[config.mk]
export PLATFORM = sky130hd
export DESIGN_NAME = dmem_arbiter_46
export DESIGN_NICKNAME = d
export VERILOG_FILES = /design/src/rtl/dmem_arbiter_46.sv
export SDC_FILE = /design/constraint.sdc
export NUM_CORES = 1
export LEC_CHECK = 0
export ABC_AREA = 1
export BUFFER_PORTS_ARGS = -buffer_cell sky130_fd_sc_hd__buf_2
export CORE_AREA = 2 2 131 133
export CTS_CLUSTER_SIZE = 25
export DETAILED_ROUTE_END_ITERATION = 10
export DIE_AREA = 0 0 133 135
export PLACE_DENSITY_LB_ADDON = 0.25
export SLEW_MARGIN = 20
export SYNTH_ARGS = -nofsm -noshare
export SYNTH_HDL_FRONTEND = slang
export SYNTH_SLANG_ARGS = --single-unit
export TNS_END_PERCENT = 1
[constraint.sdc]
create_clock -name clk_46 -period 2.4 [get_ports clk_46]
set_input_delay 0.6 -clock clk_46 [delete_from_list [all_inputs] [get_ports clk_46]]
set_output_delay 0.6 -clock clk_46 [all_outputs]
set_load 0.005 [all_outputs]
[src/rtl/dmem_arbiter_46.sv]
// ============================================================================
//  Module      : dmem_arbiter_46
//  Description : Single-port data memory arbiter, MEM stage (A) vs burst DMA (B)
//  Revision    : 1.0
// ============================================================================
`default_nettype none

module dmem_arbiter_46 #(
   parameter int AW         = 32,
   parameter int DW         = 32,
   parameter int STRIDE     = 4,
   parameter int STARVE_LIM = 4
) (
   input  logic          clk_46,
   input  logic          rst_46,
   // port A: pipeline MEM stage
   input  logic          a_req_46,
   input  logic          a_we_46,
   input  logic [AW-1:0] a_addr_46,
   input  logic [DW-1:0] a_wdata_46,
   output logic          a_gnt_46,
   output logic [DW-1:0] a_rdata_46,
   output logic          stall_46,
   // port B: burst engine
   input  logic          b_start_46,
   input  logic          b_we_46,
   input  logic [AW-1:0] b_base_46,
   input  logic [7:0]    b_len_46,
   input  logic [DW-1:0] b_wdata_46,
   output logic          b_wready_46,
   output logic [DW-1:0] b_rdata_46,
   output logic          b_rvalid_46,
   output logic          b_busy_46,
   output logic          b_done_46,
   // memory side
   output logic [AW-1:0] m_waddr_46,
   output logic [DW-1:0] m_wdata_46,
   output logic          m_write_46,
   output logic [AW-1:0] m_raddr_46,
   input  logic [DW-1:0] m_rdata_46
);

   localparam int SW = $clog2(STARVE_LIM + 1);
   localparam logic [SW-1:0] C_STARVE_LIM = SW'(STARVE_LIM);
   localparam logic [AW-1:0] C_STRIDE     = AW'(STRIDE);

   typedef enum logic [0:0] {
      ST_IDLE  = 1'b0,
      ST_BURST = 1'b1
   } state_t;

   state_t        state_q, state_d;
   logic [AW-1:0] cur_q, cur_d;
   logic [7:0]    rem_q, rem_d;
   logic          we_q, we_d;
   logic [SW-1:0] starve_q, starve_d;
   logic          busy_q, busy_d;
   logic          done_q, done_d;
   logic          rvalid_q, rvalid_d;
   logic [DW-1:0] rdata_q, rdata_d;

   logic          a_win;
   logic          b_slot;

   // Slot ownership. B is held off while reset is asserted so a reset that
   // lands mid-burst cannot issue one more memory write.
   always_comb begin
      a_win  = 1'b0;
      b_slot = 1'b0;
      if (state_q == ST_BURST && !rst_46) begin
         if (a_req_46 && (starve_q < C_STARVE_LIM)) begin
            a_win = 1'b1;
         end else begin
            b_slot = 1'b1;
         end
      end else begin
         a_win = a_req_46;
      end
   end

   always_comb begin
      a_gnt_46    = a_win;
      stall_46    = a_req_46 & ~a_win;
      b_wready_46 = b_slot & we_q;
      m_write_46  = 1'b0;
      m_waddr_46  = '0;
      m_raddr_46  = '0;
      m_wdata_46  = '0;
      a_rdata_46  = '0;
      if (a_win) begin
         m_write_46 = a_we_46;
         m_waddr_46 = a_addr_46;
         m_raddr_46 = a_addr_46;
         m_wdata_46 = a_wdata_46;
         a_rdata_46 = a_we_46 ? '0 : m_rdata_46;
      end else if (b_slot) begin
         m_write_46 = we_q;
         m_waddr_46 = cur_q;
         m_raddr_46 = cur_q;
         m_wdata_46 = b_wdata_46;
      end
   end

   always_comb begin
      state_d  = state_q;
      cur_d    = cur_q;
      rem_d    = rem_q;
      we_d     = we_q;
      starve_d = starve_q;
      done_d   = 1'b0;
      rvalid_d = 1'b0;
      rdata_d  = rdata_q;
      case (state_q)
         ST_IDLE: begin
            starve_d = '0;
            if (b_start_46) begin
               cur_d = b_base_46;
               rem_d = b_len_46;
               we_d  = b_we_46;
               if (b_len_46 == 8'd0) begin
                  done_d = 1'b1;
               end else begin
                  state_d = ST_BURST;
               end
            end
         end
         ST_BURST: begin
            if (b_slot) begin
               starve_d = '0;
               cur_d    = cur_q + C_STRIDE;
               rem_d    = rem_q - 8'd1;
               if (!we_q) begin
                  rvalid_d = 1'b1;
                  rdata_d  = m_rdata_46;
               end
               if (rem_q == 8'd1) begin
                  state_d = ST_IDLE;
                  done_d  = 1'b1;
               end
            end else if (a_win) begin
               starve_d = starve_q + SW'(1);
            end
         end
         default: state_d = ST_IDLE;
      endcase
      busy_d = (state_d == ST_BURST);
   end

   always_ff @(posedge clk_46) begin
      if (rst_46) begin
         state_q  <= ST_IDLE;
         cur_q    <= '0;
         rem_q    <= '0;
         we_q     <= 1'b0;
         starve_q <= '0;
         busy_q   <= 1'b0;
         done_q   <= 1'b0;
         rvalid_q <= 1'b0;
         rdata_q  <= '0;
      end else begin
         state_q  <= state_d;
         cur_q    <= cur_d;
         rem_q    <= rem_d;
         we_q     <= we_d;
         starve_q <= starve_d;
         busy_q   <= busy_d;
         done_q   <= done_d;
         rvalid_q <= rvalid_d;
         rdata_q  <= rdata_d;
      end
   end

   assign b_busy_46   = busy_q;
   assign b_done_46   = done_q;
   assign b_rvalid_46 = rvalid_q;
   assign b_rdata_46  = rdata_q;

endmodule

`default_nettype wire
# [Word level (Yosys, flattened, before mapping)]
# Index checks and enable logic that the tools add are counted.
[word_totals] ff_bits=79 input_bits=174 out_inout_bits=167
[classes] muxes=32 n_lt_le_gt_ge=1 eq_ne=4 reduce_logical=8 bitwise=6 n_addsub=3
[op_table] cell="$mux 32" count=8
[op_table] cell="$pmux 32 s2" count=1
[op_table] cell="$add 32x3->32 const B" count=1
[op_table] cell="$mux 8" count=2
[op_table] cell="$pmux 8 s2" count=1
[op_table] cell="$mux 1" count=15
[op_table] cell="$eq 8x1->1 const B" count=1
[op_table] cell="$logic_not 8->1" count=1
[op_table] cell="$sub 8x1->8 const B" count=1
[op_table] cell="$mux 3" count=2
[op_table] cell="$pmux 3 s2" count=1
[op_table] cell="$not 1->1" count=4
[op_table] cell="$pmux 1 s2" count=2
[op_table] cell="$reduce_and 2->1" count=2
[op_table] cell="$add 3x1->3 const B" count=1
[op_table] cell="$lt 3x3->1 const B" count=1
[op_table] cell="$ne 3x1->1 const B" count=1
[op_table] cell="$reduce_and 3->1" count=1
[op_table] cell="$reduce_or 3->1" count=1
[op_table] cell="$and 1x1->1" count=2
[op_table] cell="$logic_and 1x1->1" count=2
[op_table] cell="$ne 2x1->1 const B" count=1
[op_table] cell="$ne 2x2->1 const B" count=1
[op_table] cell="$logic_not 1->1" count=1

# [Depth between registers and ports, before layout]
[depth] ltp_word=7 ltp_mapped=10 ltp_nobuf=10

# [Worst setup path before layout]
# No wires, ideal clock.
[synth_timing] kind="input to output" startpoint="input rst_46" endpoint="output m_waddr_46[5]" path_slack_ns=-0.033 t_arrival_ns=1.833 n_path_buf=4 stages=10 path_cell_list="buf_2 -> clkinv_2 -> nand2_2 -> nor2_8 -> nor2_2 -> buf_4 -> buf_2 -> nand2_1 -> o21ai_0 -> buf_4"
[synth_between] elab_chain_len=5 word_cells_on_any_way=6 cone_classes="mux (4); reduce/logical (2)"
[synth_lines] element="from (decl)" line_no="15" rtl="input logic rst_46,"
[synth_lines] element="$logic_not 1->1 *" line_no="70" rtl="if (state_q == ST_BURST && !rst_46) begin"
[synth_lines] element="$logic_and 1x1->1 *" line_no="70"
[synth_lines] element="$mux 1" line_no="70"
[synth_lines] element="$mux 32"
[synth_lines] element="$mux 32 *"
[synth_lines] element="to (decl)" line_no="36" rtl="output logic [AW-1:0] m_waddr_46,"
# Every way passes the cells marked *; elsewhere a longest branch is shown, timed or not.

# [Worst setup path in the final report]
[layout_timing] startpoint="input a_req_46" endpoint="output a_rdata_46[26]"
[layout_between] elab_chain_len=4
[layout_lines] element="from (decl)" line_no="17" rtl="input logic a_req_46,"
[layout_lines] element="$logic_and 1x1->1" line_no="71" rtl="if (a_req_46 && (starve_q < C_STARVE_LIM)) begin"
[layout_lines] element="$mux 1" line_no="71"
[layout_lines] element="$mux 1 *" line_no="70"
[layout_lines] element="$mux 32 *" line_no="90" rtl="if (a_win) begin"
[layout_lines] element="to (decl)" line_no="22" rtl="output logic [DW-1:0] a_rdata_46,"
# Marks and branches as above.

==> flow_summary.toml <==
[setup_path]
worstRegToRegCells = 10
worst-path-buf-inv = 6
worst_path_dominant_cell_family = "buffers and inverters"
timing.critical_path.from = "a_req_46"
crit_path_max_incr_delay_ps = 190
cp-end-kind = "output port"
required_ps = 1800
critical_path.max_fanout = 32
crit_path_cell_trace = "buf_2, inv_1, nor2_1, buf_4, nor2_8, nor2_4, clkinv_1, buf_12, nor2_1, buf_2"
crit_type = "in2out"
regToRegEndpoint = "cur_q[26]$_SDFFE_PP0P_"
slowest_stage = "sky130_fd_sc_hd__buf_12"
critical_path_arrival_ps = 1730
r2r_setup_slack_ps = 460
critical_path.reg2reg.startpoint = "cur_q[3]$_SDFFE_PP0P_"
setup.worst_path.start_class = "input port"

[global_routing]
grt_antenna_before_repair = 1
via_count_of_the_first_global_routing_pass = 5814
met2_usage_pct = 35.7
use_met3_pct = 5.29
grt_busiest_layer = "met2"
grt.overflow.total = 0
grt_first_pass_wirelength_microns = 30100
grt_max_degree = 41
global_route.usage.total_pct = 20.9
met1_use_gr_pct = 25.9

[die]
floorplan.rows = 47
floorplan.initialDensity_pct = 31.9
design.portCount = 341
floorplan.die_area_sq_um = 18000
dieWidth_microns = 133
dieHeight_microns = 135
design.core.area_sq_um = 16400

[synthesis]
ys_ff_latch = 79
synth.avg_cell_area_sq_um = 6.14
synth.net_count = 1031
synth_seq_area_share_pct = 30.2
yosysWarnings = 0
syn-instance-count = 853
yosys.cell_types.count = 32
syn-cell-area_sq_um = 5240

[clocking]
clockBufferDepth = 2
clock-sinks = 79
clk_latency_ps = 350
ctsHtreeMaxLevel = 3
clkSlewWorstSetupHoldPaths_ps = 60
cts_tree = "yes"
clock_tree_root_buffer_cell = "sky130_fd_sc_hd__clkbuf_16"
num_cts_buffers = 9
cts_setup_buffers = 0

[sta]
finalSetupViolCount = 0
timing.setup.tns_ps = 0
postLayoutSetupSlackWorst_ps = 67.6
worst_clock_skew_ps = 6.97
max_freq_ghz = 0.429
rsz0062_at_grt = "yes"
finalCritPeriodShare_pct = 97.2
fin_crit_ps = 2330
pins_over_their_slew_limit = 0
worst_slew_pin_slew_ps = 547
slew-limit-headroom_pct = 63.5
final_hold_violations = 0

[cells_and_area]
ff_latch_area_sq_um = 1580
final_core_util_pct = 44.5
final_cell_area_sq_um = 7290
final_layout_size_suffix_gt1_share_pct = 34.4
filler_cell_count = 1773
area.growth.synth_to_final_pct = 39.3
area_used_by_multi_input_combinational_logic_sq_um = 2980
final_net_count = 1329
antenna_cells = 0
final_common_cell = "sky130_fd_sc_hd__buf_2"
mostFrequentLayoutCells = "340 x sky130_fd_sc_hd__buf_2, 213 x sky130_fd_sc_hd__nand2_1, 184 x sky130_fd_sc_hd__nor2_1"

[routing]
routed_wirelength_normalized_by_instance_count_microns = 14.4
totalWireLength_microns = 19800
drt-pass1-iter-count = 4
ant_nets = 0
vias = 6402
drt-initial-drc-count = 336
drt_drc_violations_left = 0
via_per_inst = 4.65

[pwr]
p_total_w = 0.00389
power_density_nw_per_um2 = 534
power.static_leakage_nw = 3.76
ir_drop_v = 0.000342

[place]
pre_cts_ws_ps = -33.1
finalWeightedCongestion = 0.839
placement.io_buffers = 340
place.detailed.hpwl_microns = 15500
placed_area_sq_um = 7000

[worst_hold_path]
whs_endpoint = "starve_q[0]$_SDFFE_PP0P_"
worst_hold_path_type = "reg2reg"
min_from = "starve_q[0]$_SDFFE_PP0P_"
hold_depth = 1

[outcome]
status = "finished, final reports clean"

[job]
cap_viol_max_count = 0
-- kinds of logic (layout without fill, tap and decap cells) --
kind of cell / after synthesis / in the layout / share of synthesized area (%)
AO/OA/AOI/OAI: 192 / 192 / 22.0
flip-flops: 79 / 79 / 30.2
XOR/XNOR: 1 / 1 / 0.167
adder cells (fa/ha/maj): 4 / 4 / 0.956
AND/OR/NAND/NOR: 443 / 443 / 33.5
buffers and inverters: 134 / 437 / 13.2
-- worst max-delay path by stage --
stage,endpoint,slack [ps],depth (start not counted)
after global placement,m_waddr_46[2],8,10
after floorplan,m_waddr_46[25],-2,10
after CTS,m_raddr_46[29],30,10
final,a_rdata_46[26],70,10
after detailed placement,m_waddr_46[2],-30,10
after global routing,m_raddr_46[11],-60,10
-- per-stage QoR --
| stage | std cells | hold WS (ps) |
|---|---|---|
| after floorplan | 853 | 397 |
| after global placement | 1360 | 410 |
| after detailed placement | 1360 | 413 |
| after CTS | 1376 | 428 |
| after global routing | 1376 | 450 |
| final | 1376 | 424 |
-- state kept, by name, indices dropped and copies added, names as in the netlist --
signal,count
b_rvalid_46,1
b_done_46,1
b_busy_46,1
we_q,1
rem_q,8
starve_q,3
cur_q,32
b_rdata_46,32
-- layer usage --
metal,share of wire (%),up-vias
met4,2.0,2
met2,49,214
met5,0.066,-
met3,6.5,22
li1,-,3332
met1,42,2832
-- final cells by class --
type	instances	area share [%]
multi-input cells	640	40.8
clock inverters	6	0.686
inverters	54	2.80
repair buffers	367	27.0
well taps	220	3.77
clock buffers	10	3.28
flip-flops and latches	79	21.7
-- cell usage after synthesis --
cell                       number  area (sq um)
sky130_fd_sc_hd__a22o_1        43           377
sky130_fd_sc_hd__inv_1         48           180
sky130_fd_sc_hd__nor2_4         2          22.5
sky130_fd_sc_hd__buf_1          3          11.3
sky130_fd_sc_hd__nand2_1      214           803
sky130_fd_sc_hd__or2_2          1          6.26
sky130_fd_sc_hd__nor2_1       184           691
sky130_fd_sc_hd__nand3_1       32           160
sky130_fd_sc_hd__o21ai_1        6          30.0
sky130_fd_sc_hd__a21oi_1       41           205
sky130_fd_sc_hd__buf_4         39           293
sky130_fd_sc_hd__inv_2          4          15.0
sky130_fd_sc_hd__o21ai_0       90           450
sky130_fd_sc_hd__nor3_1         5          25.0
sky130_fd_sc_hd__buf_6          3          33.8
sky130_fd_sc_hd__nor2_8         1          20.0
sky130_fd_sc_hd__o31ai_1        3          22.5
sky130_fd_sc_hd__dfxtp_1       79          1580
sky130_fd_sc_hd__a31oi_1        3          18.8
sky130_fd_sc_hd__o22ai_1        2          12.5
sky130_fd_sc_hd__a32o_1         2          20.0
sky130_fd_sc_hd__nand2_2        1          6.26
sky130_fd_sc_hd__and2_1         1          6.26
sky130_fd_sc_hd__buf_2         14          70.1
sky130_fd_sc_hd__a211oi_1       2          15.0
sky130_fd_sc_hd__nor2_2         1          6.26
sky130_fd_sc_hd__ha_1           4          50.1
sky130_fd_sc_hd__clkbuf_1      21          78.8
sky130_fd_sc_hd__nor4_1         1          6.26
sky130_fd_sc_hd__clkinv_1       1          3.75
sky130_fd_sc_hd__clkinv_2       1          5.00
sky130_fd_sc_hd__xor2_1         1          8.76
-- repair_timing --
action | in CTS | in global routing
hold buffers | 0 | 0
resized for setup | 3 | 8
cloned | 0 | 0
hold endpoints to repair | 0 | 0
endpoints found under the setup margin | 35 | 75
-- report_power, final --
| group | switching, W | internal (W) |
|---|---|---|
| registers | 0.0000935 | 0.00141 |
| logic | 0.000565 | 0.000461 |
| clock network | 0.000623 | 0.000742 |
| total | 0.00128 | 0.00261 |
Power figures use the tool's default switching activity.
